**src/rtl/div_share_sched.sv**
```systemverilog
// div_share_sched: round-robin scheduler sharing one pipelined divider
// Optional grant statistics: define DIV_SHARE_SCHED_STAT_EN
module div_share_sched #(
  parameter int NUM_W   = 40,
  parameter int DEN_W   = 32,
  parameter int DIV_LAT = 8,
  parameter int NREQ    = 3
) (
  input  logic             clk,
  input  logic             rst_n,
  input  logic             en,
  input  logic [2:0]       req,
  input  logic [NUM_W-1:0] numer0,
  input  logic [NUM_W-1:0] numer1,
  input  logic [NUM_W-1:0] numer2,
  input  logic [DEN_W-1:0] denom0,
  input  logic [DEN_W-1:0] denom1,
  input  logic [DEN_W-1:0] denom2,
  output logic [2:0]       gnt,
  output logic [NUM_W-1:0] div_numer,
  output logic [DEN_W-1:0] div_denom,
  input  logic [NUM_W-1:0] div_quot,
  output logic             res_valid,
  output logic [1:0]       res_tag,
  output logic [NUM_W-1:0] res_q,
  output logic             res_dz,
  output logic             busy
`ifdef DIV_SHARE_SCHED_STAT_EN
  ,
  input  logic             stat_clr,
  output logic [47:0]      gnt_cnt
`endif
);

  localparam int NST = DIV_LAT + 1;

  typedef struct packed {
    logic       v;
    logic [1:0] tag;
    logic       dz;
  } tag_t;

  logic [2:0]       gnt_q, gnt_d;
  logic [1:0]       ptr_q, ptr_d;
  logic [NUM_W-1:0] dn_q, dn_d;
  logic [DEN_W-1:0] dd_q, dd_d;
  tag_t [NST-1:0]   pipe_q, pipe_d;
  logic             rv_q, rv_d;
  logic [1:0]       rt_q, rt_d;
  logic [NUM_W-1:0] rq_q, rq_d;
  logic             rz_q, rz_d;

  logic [2:0]       elig;
  logic             found;
  logic [1:0]       win;
  logic [2:0]       s;
  logic [NUM_W-1:0] sel_n;
  logic [DEN_W-1:0] sel_d;
  logic             sel_z;
  logic             any_v;
  tag_t             last;

  // Round-robin search from the pointer over unmasked requests
  always_comb begin
    elig  = req & ~gnt_q & {3{en}};
    found = 1'b0;
    win   = 2'd0;
    s     = 3'd0;
    for (int k = 0; k < 3; k++) begin
      s = {1'b0, ptr_q} + 3'(k);
      if (s > 3'd2) s = s - 3'd3;
      if (!found && elig[s[1:0]]) begin
        found = 1'b1;
        win   = s[1:0];
      end
    end
  end

  // Operand mux for the winning requester
  always_comb begin
    sel_n = numer0;
    sel_d = denom0;
    case (win)
      2'd1: begin
        sel_n = numer1;
        sel_d = denom1;
      end
      2'd2: begin
        sel_n = numer2;
        sel_d = denom2;
      end
      default: begin
        sel_n = numer0;
        sel_d = denom0;
      end
    endcase
    sel_z = (sel_d == '0);
  end

  // Issue, tag pipe shift and result capture
  always_comb begin
    gnt_d = found ? (3'b001 << win) : 3'b000;
    ptr_d = ptr_q;
    dn_d  = dn_q;
    dd_d  = dd_q;
    if (found) begin
      ptr_d = (win == 2'd2) ? 2'd0 : win + 2'd1;
      dn_d  = sel_n;
      dd_d  = sel_z ? DEN_W'(1) : sel_d;
    end
    pipe_d[0] = '{v: found, tag: win, dz: found & sel_z};
    for (int k = 1; k < NST; k++) pipe_d[k] = pipe_q[k-1];
    last = pipe_q[NST-1];
    rv_d = last.v;
    rt_d = rt_q;
    rq_d = rq_q;
    rz_d = rz_q;
    if (last.v) begin
      rt_d = last.tag;
      rz_d = last.dz;
      rq_d = last.dz ? '1 : div_quot;
    end
  end

  // State registers
  always_ff @(posedge clk or negedge rst_n) begin
    if (!rst_n) begin
      gnt_q  <= 3'b000;
      ptr_q  <= 2'd0;
      dn_q   <= '0;
      dd_q   <= DEN_W'(1);
      pipe_q <= '0;
      rv_q   <= 1'b0;
      rt_q   <= 2'd0;
      rq_q   <= '0;
      rz_q   <= 1'b0;
    end else begin
      gnt_q  <= gnt_d;
      ptr_q  <= ptr_d;
      dn_q   <= dn_d;
      dd_q   <= dd_d;
      pipe_q <= pipe_d;
      rv_q   <= rv_d;
      rt_q   <= rt_d;
      rq_q   <= rq_d;
      rz_q   <= rz_d;
    end
  end

  // In-flight detection across every tag stage
  always_comb begin
    any_v = 1'b0;
    for (int k = 0; k < NST; k++) any_v = any_v | pipe_q[k].v;
  end

  assign gnt       = gnt_q;
  assign div_numer = dn_q;
  assign div_denom = dd_q;
  assign res_valid = rv_q;
  assign res_tag   = rt_q;
  assign res_q     = rq_q;
  assign res_dz    = rz_q;
  assign busy      = (|gnt_q) | any_v;

`ifdef DIV_SHARE_SCHED_STAT_EN
  logic [15:0] cnt_q [3];
  logic [15:0] cnt_d [3];

  // Saturating grant counters, clear wins over increment
  always_comb begin
    for (int k = 0; k < 3; k++) begin
      cnt_d[k] = cnt_q[k];
      if (stat_clr) cnt_d[k] = 16'h0000;
      else if (gnt_q[k] && cnt_q[k] != 16'hFFFF)
        cnt_d[k] = cnt_q[k] + 16'h0001;
    end
  end

  // Counter registers
  always_ff @(posedge clk or negedge rst_n) begin
    if (!rst_n) begin
      for (int k = 0; k < 3; k++) cnt_q[k] <= 16'h0000;
    end else begin
      for (int k = 0; k < 3; k++) cnt_q[k] <= cnt_d[k];
    end
  end

  assign gnt_cnt = {cnt_q[2], cnt_q[1], cnt_q[0]};
`endif

endmodule

```
**config.mk**
```make
export PLATFORM = sky130hd
export DESIGN_NAME = div_share_sched
export DESIGN_NICKNAME = d
export VERILOG_FILES = /design/src/rtl/div_share_sched.sv
export SDC_FILE = /design/constraint.sdc
export NUM_CORES = 1
export LEC_CHECK = 0
export CAP_MARGIN = 20
export CORE_AREA = 3 3 147 149
export CTS_BUF_LIST = sky130_fd_sc_hd__clkbuf_8
export DETAILED_ROUTE_END_ITERATION = 7
export DIE_AREA = 0 0 150 152
export DONT_BUFFER_PORTS = 1
export PLACE_DENSITY = 0.52
export SYNTH_ARGS = -nofsm -noshare
export SYNTH_HDL_FRONTEND = slang
export SYNTH_SLANG_ARGS = --single-unit
```
**constraint.sdc**
```tcl
create_clock -name clk -period 3.67 [get_ports clk]
set_input_delay 0.734 -clock clk [delete_from_list [all_inputs] [get_ports clk]]
set_output_delay 0.734 -clock clk [all_outputs]
set_load 0.01 [all_outputs]
```
# Yosys cells after proc, flatten, opt, wreduce, memory -nomap -nowiden
# Cells that the tools add are included.
# classes
addsub,6
n_lt_le_gt_ge,6
eq_ne,2
n_shift,1
n_mux,21
bitwise_logic,13
n_reduce_logical,6
# op_table
operator,count
40-bit one-hot mux with 2 select lines,1
32-bit one-hot mux with 2 select lines,1
40-bit 2-to-1 mux,1
32-bit zero test,1
32-bit 2-to-1 mux,1
2-bit 2-to-1 mux,7
"2-bit by 3-bit less-than comparator with 1-bit output, second input constant",3
1-bit OR,9
3-bit AND,2
1-bit binary-select mux with 2-bit select,3
"3-bit by 2-bit greater-than comparator with 1-bit output, second input constant",2
1-bit 2-to-1 mux,6
"2-bit subtractor, second input constant",3
"2-bit by 1-bit adder with 3-bit output, second input constant",1
"2-bit by 2-bit adder with 3-bit output, second input constant",1
3-bit 2-to-1 mux,1
3-bit NOT,1
3-bit OR reduction,1
"1-bit by 2-bit left shift with 3-bit output, first input constant",1
"2-bit by 1-bit adder with 2-bit output, second input constant",1
"2-bit by 1-bit == test with 1-bit output, second input constant",1
"2-bit == test, second input constant",1
"2-bit greater-than comparator, second input constant",1
1-bit logical AND,2
other kinds (2),3
# totals
regBits,157
in_bits,262
out_inout_bits,120
wordCells,90

# Longest topological paths before layout
# logic_depth
ltp_word,16
ltp_mapped,18
ltp_nobuf,15

# Worst setup path before layout
# OpenSTA, ideal clock, no wires.
# synth_path
path_kind,input -> register
from,input en
to,register dd_q[0] (netlist: div_denom[0])
setup_time_ns,0.075
t_arrival_ns,3.602
t_required_ns,3.595
setup_slack_ns,-0.007
path_stages,14
path_buffers,3
cell_sequence,and3b_1 > a22o_1 > a222oi_1 > a221oi_1 > nand2b_1 > ha_1 > buf_2 > clkbuf_1 > buf_2 > a21oi_1 > nor4_1 > nand4_1 > or2_2 > a2bb2oi_1
# synth_between
elab_chain_cells,14
elab_cells_between_ends,22
cone_classes,eq/ne (2); mux (14); bitwise (1); reduce/logical (5)
# synth_lines
item,line_no,source
from (decl),11,"input logic en,"
3-bit AND (*),65,elig = req & ~gnt_q & {3{en}};
1-bit binary-select mux with 2-bit select,72,if (!found && elig[s[1:0]]) begin
1-bit 2-to-1 mux (not written as such),72,
1-bit 2-to-1 mux,72,
1-bit zero test,72,
1-bit logical AND,72,
1-bit 2-to-1 mux,72,
1-bit zero test,72,
1-bit logical AND,72,
2-bit 2-to-1 mux,72,
2-bit == test / 2-bit by 1-bit == test with 1-bit output (equally long branches),83,case (win)
32-bit one-hot mux with 2 select lines,83,
32-bit zero test,97,sel_z = (sel_d == '0);
32-bit 2-to-1 mux,109,dd_d = sel_z ? DEN_W'(1) : sel_d;
to (signal assigned),131,dd_q <= DEN_W'(1);
to (signal assigned),141,dd_q <= dd_d;
to (decl),46,"logic [DEN_W-1:0] dd_q, dd_d;"
# Every way passes the cells marked *; elsewhere a longest branch is shown, timed or not. The select of a mux whose other input is x is not followed.
# A chain may end at the register's enable or synchronous reset.

# Final worst setup path
# layout_path
from,register ptr_q[0]
to,register dd_q[0] (netlist: div_denom[0])
# layout_between
elab_chain_cells,15
elab_cells_between_ends,32
cone_classes,add/sub (5); order compare (3); eq/ne (2); mux (17); reduce/logical (5)
# layout_lines
item,line_no,source
from (decl),44,"logic [1:0] ptr_q, ptr_d;"
from (signal assigned),139,ptr_q <= ptr_d;
"parallel branches: the longest is 15 deep, another holds 2-bit by 1-bit adder with 3-bit output",-,
# Several ways; the timed one is not identified. The select of a mux whose other input is x is not followed.

==> report_table.html <==
<table>
<tr><th>Metric</th><th>Value</th></tr>
<tr><th colspan="2">Detailed routing</th></tr>
<tr><td>Mean routed wirelength per cell</td><td>20.6 um</td></tr>
<tr><td>Antenna viol nets, final</td><td>0</td></tr>
<tr><td>Initial drt markers</td><td>247</td></tr>
<tr><td>Total number of vias</td><td>5715</td></tr>
<tr><td>DRC violation count after routing</td><td>0</td></tr>
<tr><td>Number of iterations in the first detailed-routing pass</td><td>5</td></tr>
<tr><td>Aggregate routed wire length</td><td>22700 um</td></tr>
<tr><td>Drt via density</td><td>5.19</td></tr>
<tr><th colspan="2">Floorplan</th></tr>
<tr><td>Floorplan Core Area</td><td>0.0203 mm^2</td></tr>
<tr><td>DIE AREA</td><td>0.0228 mm^2</td></tr>
<tr><td>Width of the chip</td><td>150 um</td></tr>
<tr><td>Initial core utilization</td><td>0.348</td></tr>
<tr><td>FP Rows</td><td>52</td></tr>
<tr><td># IOs</td><td>382</td></tr>
<tr><td>Die boundary height</td><td>152 um</td></tr>
<tr><th colspan="2">Worst setup path</th></tr>
<tr><td>Critical Path Start Type</td><td>flip-flop</td></tr>
<tr><td>Slack of the worst reg-to-reg path</td><td>0.17 ns</td></tr>
<tr><td>Required time worst endpoint</td><td>4.04 ns</td></tr>
<tr><td>Critical path class</td><td>flip-flop to flip-flop</td></tr>
<tr><td>Maximum net fanout on the critical path</td><td>12</td></tr>
<tr><td>R2r worst-path depth</td><td>17</td></tr>
<tr><td>CP arrival</td><td>3.88 ns</td></tr>
<tr><td>Sort of element at the end of the critical path</td><td>flip-flop</td></tr>
<tr><th colspan="2">Timing</th></tr>
<tr><td>Setup TNS after final layout</td><td>0 ns</td></tr>
<tr><td>Hold Violations, Final</td><td>54</td></tr>
<tr><td>Worst Max-Slew Pin Slew</td><td>0.758 ns</td></tr>
<tr><td>Post-route setup slack</td><td>0.166 ns</td></tr>
<tr><td>FMAX</td><td>0.285 GHz</td></tr>
<tr><td>Worst slack on hold paths</td><td>-0.0287 ns</td></tr>
<tr><td>Final clock skew</td><td>0.0198 ns</td></tr>
<tr><td>Number of slew-limit violations in the final report</td><td>0</td></tr>
<tr><td>Relative slew slack</td><td>0.494</td></tr>
<tr><td>Number of setup violations in the final report</td><td>0</td></tr>
<tr><td>Final min period</td><td>3.50 ns</td></tr>
<tr><td>Ratio of final minimum period to clock period</td><td>0.955</td></tr>
<tr><th colspan="2">Logic synthesis</th></tr>
<tr><td>Seq/Total Area, Yosys</td><td>0.557</td></tr>
<tr><td>Post-synthesis area per instance</td><td>8.87 um^2</td></tr>
<tr><td>Cell area after synthesis</td><td>0.00706 mm^2</td></tr>
<tr><td>Distinct cell type count after synthesis</td><td>36</td></tr>
<tr><td>Yosys warns</td><td>0</td></tr>
<tr><td>Gate count after technology mapping</td><td>796</td></tr>
<tr><td>Net count after synthesis</td><td>1066</td></tr>
<tr><td>FF+latch count, synth</td><td>157</td></tr>
<tr><th colspan="2">Run</th></tr>
<tr><td>Max capacitance violation total</td><td>0</td></tr>
<tr><th colspan="2">CTS</th></tr>
<tr><td>Clock slew at the register clock pins of the worst setup and hold paths</td><td>0.10 ns</td></tr>
<tr><td>Buffer levels on the longest clock path</td><td>2</td></tr>
<tr><td>Total CTS buffers</td><td>17</td></tr>
<tr><td>Clock tree root buffer cell</td><td>sky130_fd_sc_hd__clkbuf_8</td></tr>
<tr><td>Num Clock Sinks</td><td>157</td></tr>
<tr><td>Maximum level of the CTS H-tree</td><td>4</td></tr>
<tr><td>TritonCTS clock tree</td><td>yes</td></tr>
<tr><td>Insertion delay to the later sink of the worst-skew pair</td><td>0.45 ns</td></tr>
<tr><th colspan="2">Power and ir drop</th></tr>
<tr><td>Largest voltage drop on the vdd net</td><td>0.449 mV</td></tr>
<tr><td>Leakage</td><td>0.00364 uW</td></tr>
<tr><td>Power density relative to cell area</td><td>1060 mW/mm^2</td></tr>
<tr><th colspan="2">GRT</th></tr>
<tr><td>Final global-route overflow total</td><td>0</td></tr>
<tr><td>Vias in the first global route</td><td>5363</td></tr>
<tr><td>Total track usage</td><td>0.186</td></tr>
<tr><td>Largest net degree at the start of global routing</td><td>158</td></tr>
<tr><td>Initial antenna violation count</td><td>1</td></tr>
<tr><td>Wire length of the first global-routing pass</td><td>32200 um</td></tr>
<tr><th colspan="2">Placed design</th></tr>
<tr><td>Count of buffers from port buffering</td><td>0</td></tr>
<tr><td>Pre-CTS setup slack</td><td>-0.289 ns</td></tr>
<tr><td>Cell Count Post-Placement</td><td>1058</td></tr>
<tr><td>Post-detailed-placement half-perimeter wirelength</td><td>17100 um</td></tr>
<tr><td>Final Wtd Congestion</td><td>0.896</td></tr>
<tr><th colspan="2">Finish</th></tr>
<tr><td>Post-route insts no fill</td><td>1102</td></tr>
<tr><td>Commonest cells after routing, fill and taps aside</td><td>sky130_fd_sc_hd__nand2_1, sky130_fd_sc_hd__dfrtp_1, sky130_fd_sc_hd__nor2_1, sky130_fd_sc_hd__o21ai_0, sky130_fd_sc_hd__a21oi_1</td></tr>
<tr><td>Most common cell after layout, fill and taps aside</td><td>sky130_fd_sc_hd__nand2_1</td></tr>
<tr><td>Fraction of final layout cells sized beyond drive strength 1</td><td>0.177</td></tr>
<tr><td>Final cell utilization of the core</td><td>0.408</td></tr>
<tr><td>Signed area change from the synthesized netlist to the final layout</td><td>17.2%</td></tr>
<tr><td>Nets</td><td>1088</td></tr>
<tr><th colspan="2">Status</th></tr>
<tr><td>Failing checks</td><td>hold timing</td></tr>
<tr><td>Status</td><td>finished with violations</td></tr>
<tr><th colspan="2">Worst hold path</th></tr>
<tr><td>Hold Crit Class</td><td>primary input to asynchronous set/reset pin</td></tr>
</table>
-- per-layer routing --
| metal | share of wire | GRT usage | vias up |
|---|---|---|---|
| li1 | - | - | 2760 |
| met4 | 0.024 | 0.0584 | 0 |
| met1 | 0.39 | 0.228 | 2657 |
| met3 | 0.10 | 0.0760 | 24 |
| met5 | 0 | 0 | - |
| met2 | 0.48 | 0.298 | 274 |
-- path summary, 6_finish.rpt --
path,from,endpoint
setup / recovery,ptr_q[0],div_denom[0]
hold / removal,rst_n,res_q[10]
setup reg to reg,ptr_q[0],div_denom[0]
hold reg to reg,pipe_d[33],last[1]
max in group asynchronous,rst_n,div_denom[0]
min in group clk,pipe_d[33],last[1]
-- area by class of cell --
| cell class | instances | area (um^2) |
|---|---|---|
| Clock buffer | 18 | 248 |
| Tap cell | 270 | 338 |
| Clock inverter | 14 | 151 |
| Fill cell | 2048 | 12000 |
| Sequential cell | 157 | 3930 |
| Timing Repair Buffer | 66 | 532 |
| Antenna cell | 1 | 2.50 |
| Inverter | 8 | 30.0 |
| Multi-Input combinational cell | 568 | 3040 |
-- synthesized netlist by cell type --
library cell,instances,share of area
sky130_fd_sc_hd__nand2_1,176,0.094
sky130_fd_sc_hd__dfrtp_1,156,0.55
sky130_fd_sc_hd__nor2_1,116,0.062
sky130_fd_sc_hd__a21oi_1,74,0.052
sky130_fd_sc_hd__a22oi_1,72,0.077
sky130_fd_sc_hd__o21ai_0,72,0.051
sky130_fd_sc_hd__clkbuf_1,40,0.021
sky130_fd_sc_hd__nor4_1,12,0.011
sky130_fd_sc_hd__o21ai_1,11,0.0078
sky130_fd_sc_hd__buf_1,9,0.0048
sky130_fd_sc_hd__ha_1,8,0.014
sky130_fd_sc_hd__inv_1,7,0.0037
sky130_fd_sc_hd__buf_4,4,0.0043
sky130_fd_sc_hd__buf_6,4,0.0064
sky130_fd_sc_hd__and2_1,3,0.0027
sky130_fd_sc_hd__and3b_1,3,0.0037
sky130_fd_sc_hd__buf_2,3,0.0021
sky130_fd_sc_hd__clkbuf_2,3,0.0021
sky130_fd_sc_hd__mux2_2,3,0.0048
sky130_fd_sc_hd__nand2b_1,2,0.0018
sky130_fd_sc_hd__nand3b_1,2,0.0021
sky130_fd_sc_hd__nand4_1,2,0.0018
sky130_fd_sc_hd__a221oi_1,1,0.0012
sky130_fd_sc_hd__a222oi_1,1,0.0014
sky130_fd_sc_hd__a22o_1,1,0.0012
sky130_fd_sc_hd__a2bb2oi_1,1,0.0012
sky130_fd_sc_hd__dfstp_2,1,0.0037
sky130_fd_sc_hd__inv_2,1,0.00053
sky130_fd_sc_hd__mux2i_1,1,0.0014
sky130_fd_sc_hd__nand3_1,1,0.00071
sky130_fd_sc_hd__nand4b_1,1,0.0012
sky130_fd_sc_hd__nor2b_1,1,0.00089
sky130_fd_sc_hd__nor3_1,1,0.00071
sky130_fd_sc_hd__o221a_2,1,0.0016
sky130_fd_sc_hd__o31ai_1,1,0.0011
sky130_fd_sc_hd__or2_2,1,0.00089
-- metrics by stage --
step / instance area (um^2) / total power, uW / hold WS [ns]
2_1_floorplan: 7060 / 6000 / 0.331
3_3_place_gp: 7580 / 7190 / 0.332
3_5_place_dp: 7580 / 7270 / 0.335
4_1_cts: 8020 / 8640 / -0.0790
5_1_grt: 8270 / 9600 / -0.0869
6_report: 8270 / 8800 / -0.0287
-- sequential cells by signal, summed over array words and instances (netlist names) --
name	cells
res_valid	1
gnt	3
res_tag	2
res_q	40
rv_d	1
ptr_q	2
res_dz	1
div_numer	40
last	3
div_denom	32
pipe_d	32
-- power breakdown --
part           total [uW]  internal, uW  switching, uW
logic                4060          1620           2450
registers            3440          2550            890
clock network        1300           583            713
total                8800          4750           4050
-- worst max-delay path, stage by stage, from the launching register on --
cell and delay (ns):
sky130_fd_sc_hd__dfrtp_1 0.39, sky130_fd_sc_hd__inv_2 0.08, sky130_fd_sc_hd__ha_4 0.21, sky130_fd_sc_hd__a22o_1 0.20, sky130_fd_sc_hd__a222oi_1 0.42, sky130_fd_sc_hd__buf_4 0.21, sky130_fd_sc_hd__a221oi_2 0.07, sky130_fd_sc_hd__nand2b_4 0.18
sky130_fd_sc_hd__buf_4 0.15, sky130_fd_sc_hd__ha_4 0.21, sky130_fd_sc_hd__buf_8 0.17, sky130_fd_sc_hd__a22oi_2 0.13, sky130_fd_sc_hd__a21oi_2 0.09, sky130_fd_sc_hd__nor4_2 0.32, sky130_fd_sc_hd__buf_4 0.16, sky130_fd_sc_hd__nand4_1 0.08
sky130_fd_sc_hd__or2_4 0.27, sky130_fd_sc_hd__a2bb2oi_2 0.11
-- kinds of logic (layout without fill, tap and decap cells) --
kind of cell             after synthesis  after routing  synth area share
multiplexers                           4              4           0.00620
adder cells (fa/ha/maj)                8              8            0.0142
buffers and inverters                 71            106            0.0452
AO/OA/AOI/OAI                        235            235             0.196
AND/OR/NAND/NOR                      321            321             0.182
other                                  0              1                 0
flip-flops                           157            157             0.557
-- timing repair --
action                                 CTS  global route
gates resized for setup                  8            37
setup endpoints to repair                2             6
pin swaps                                3            17
gates cloned                             0             0
setup buffers                            0            11
endpoints found under the hold margin  156           156
Note: power is estimated with default switching activity, not from simulation.
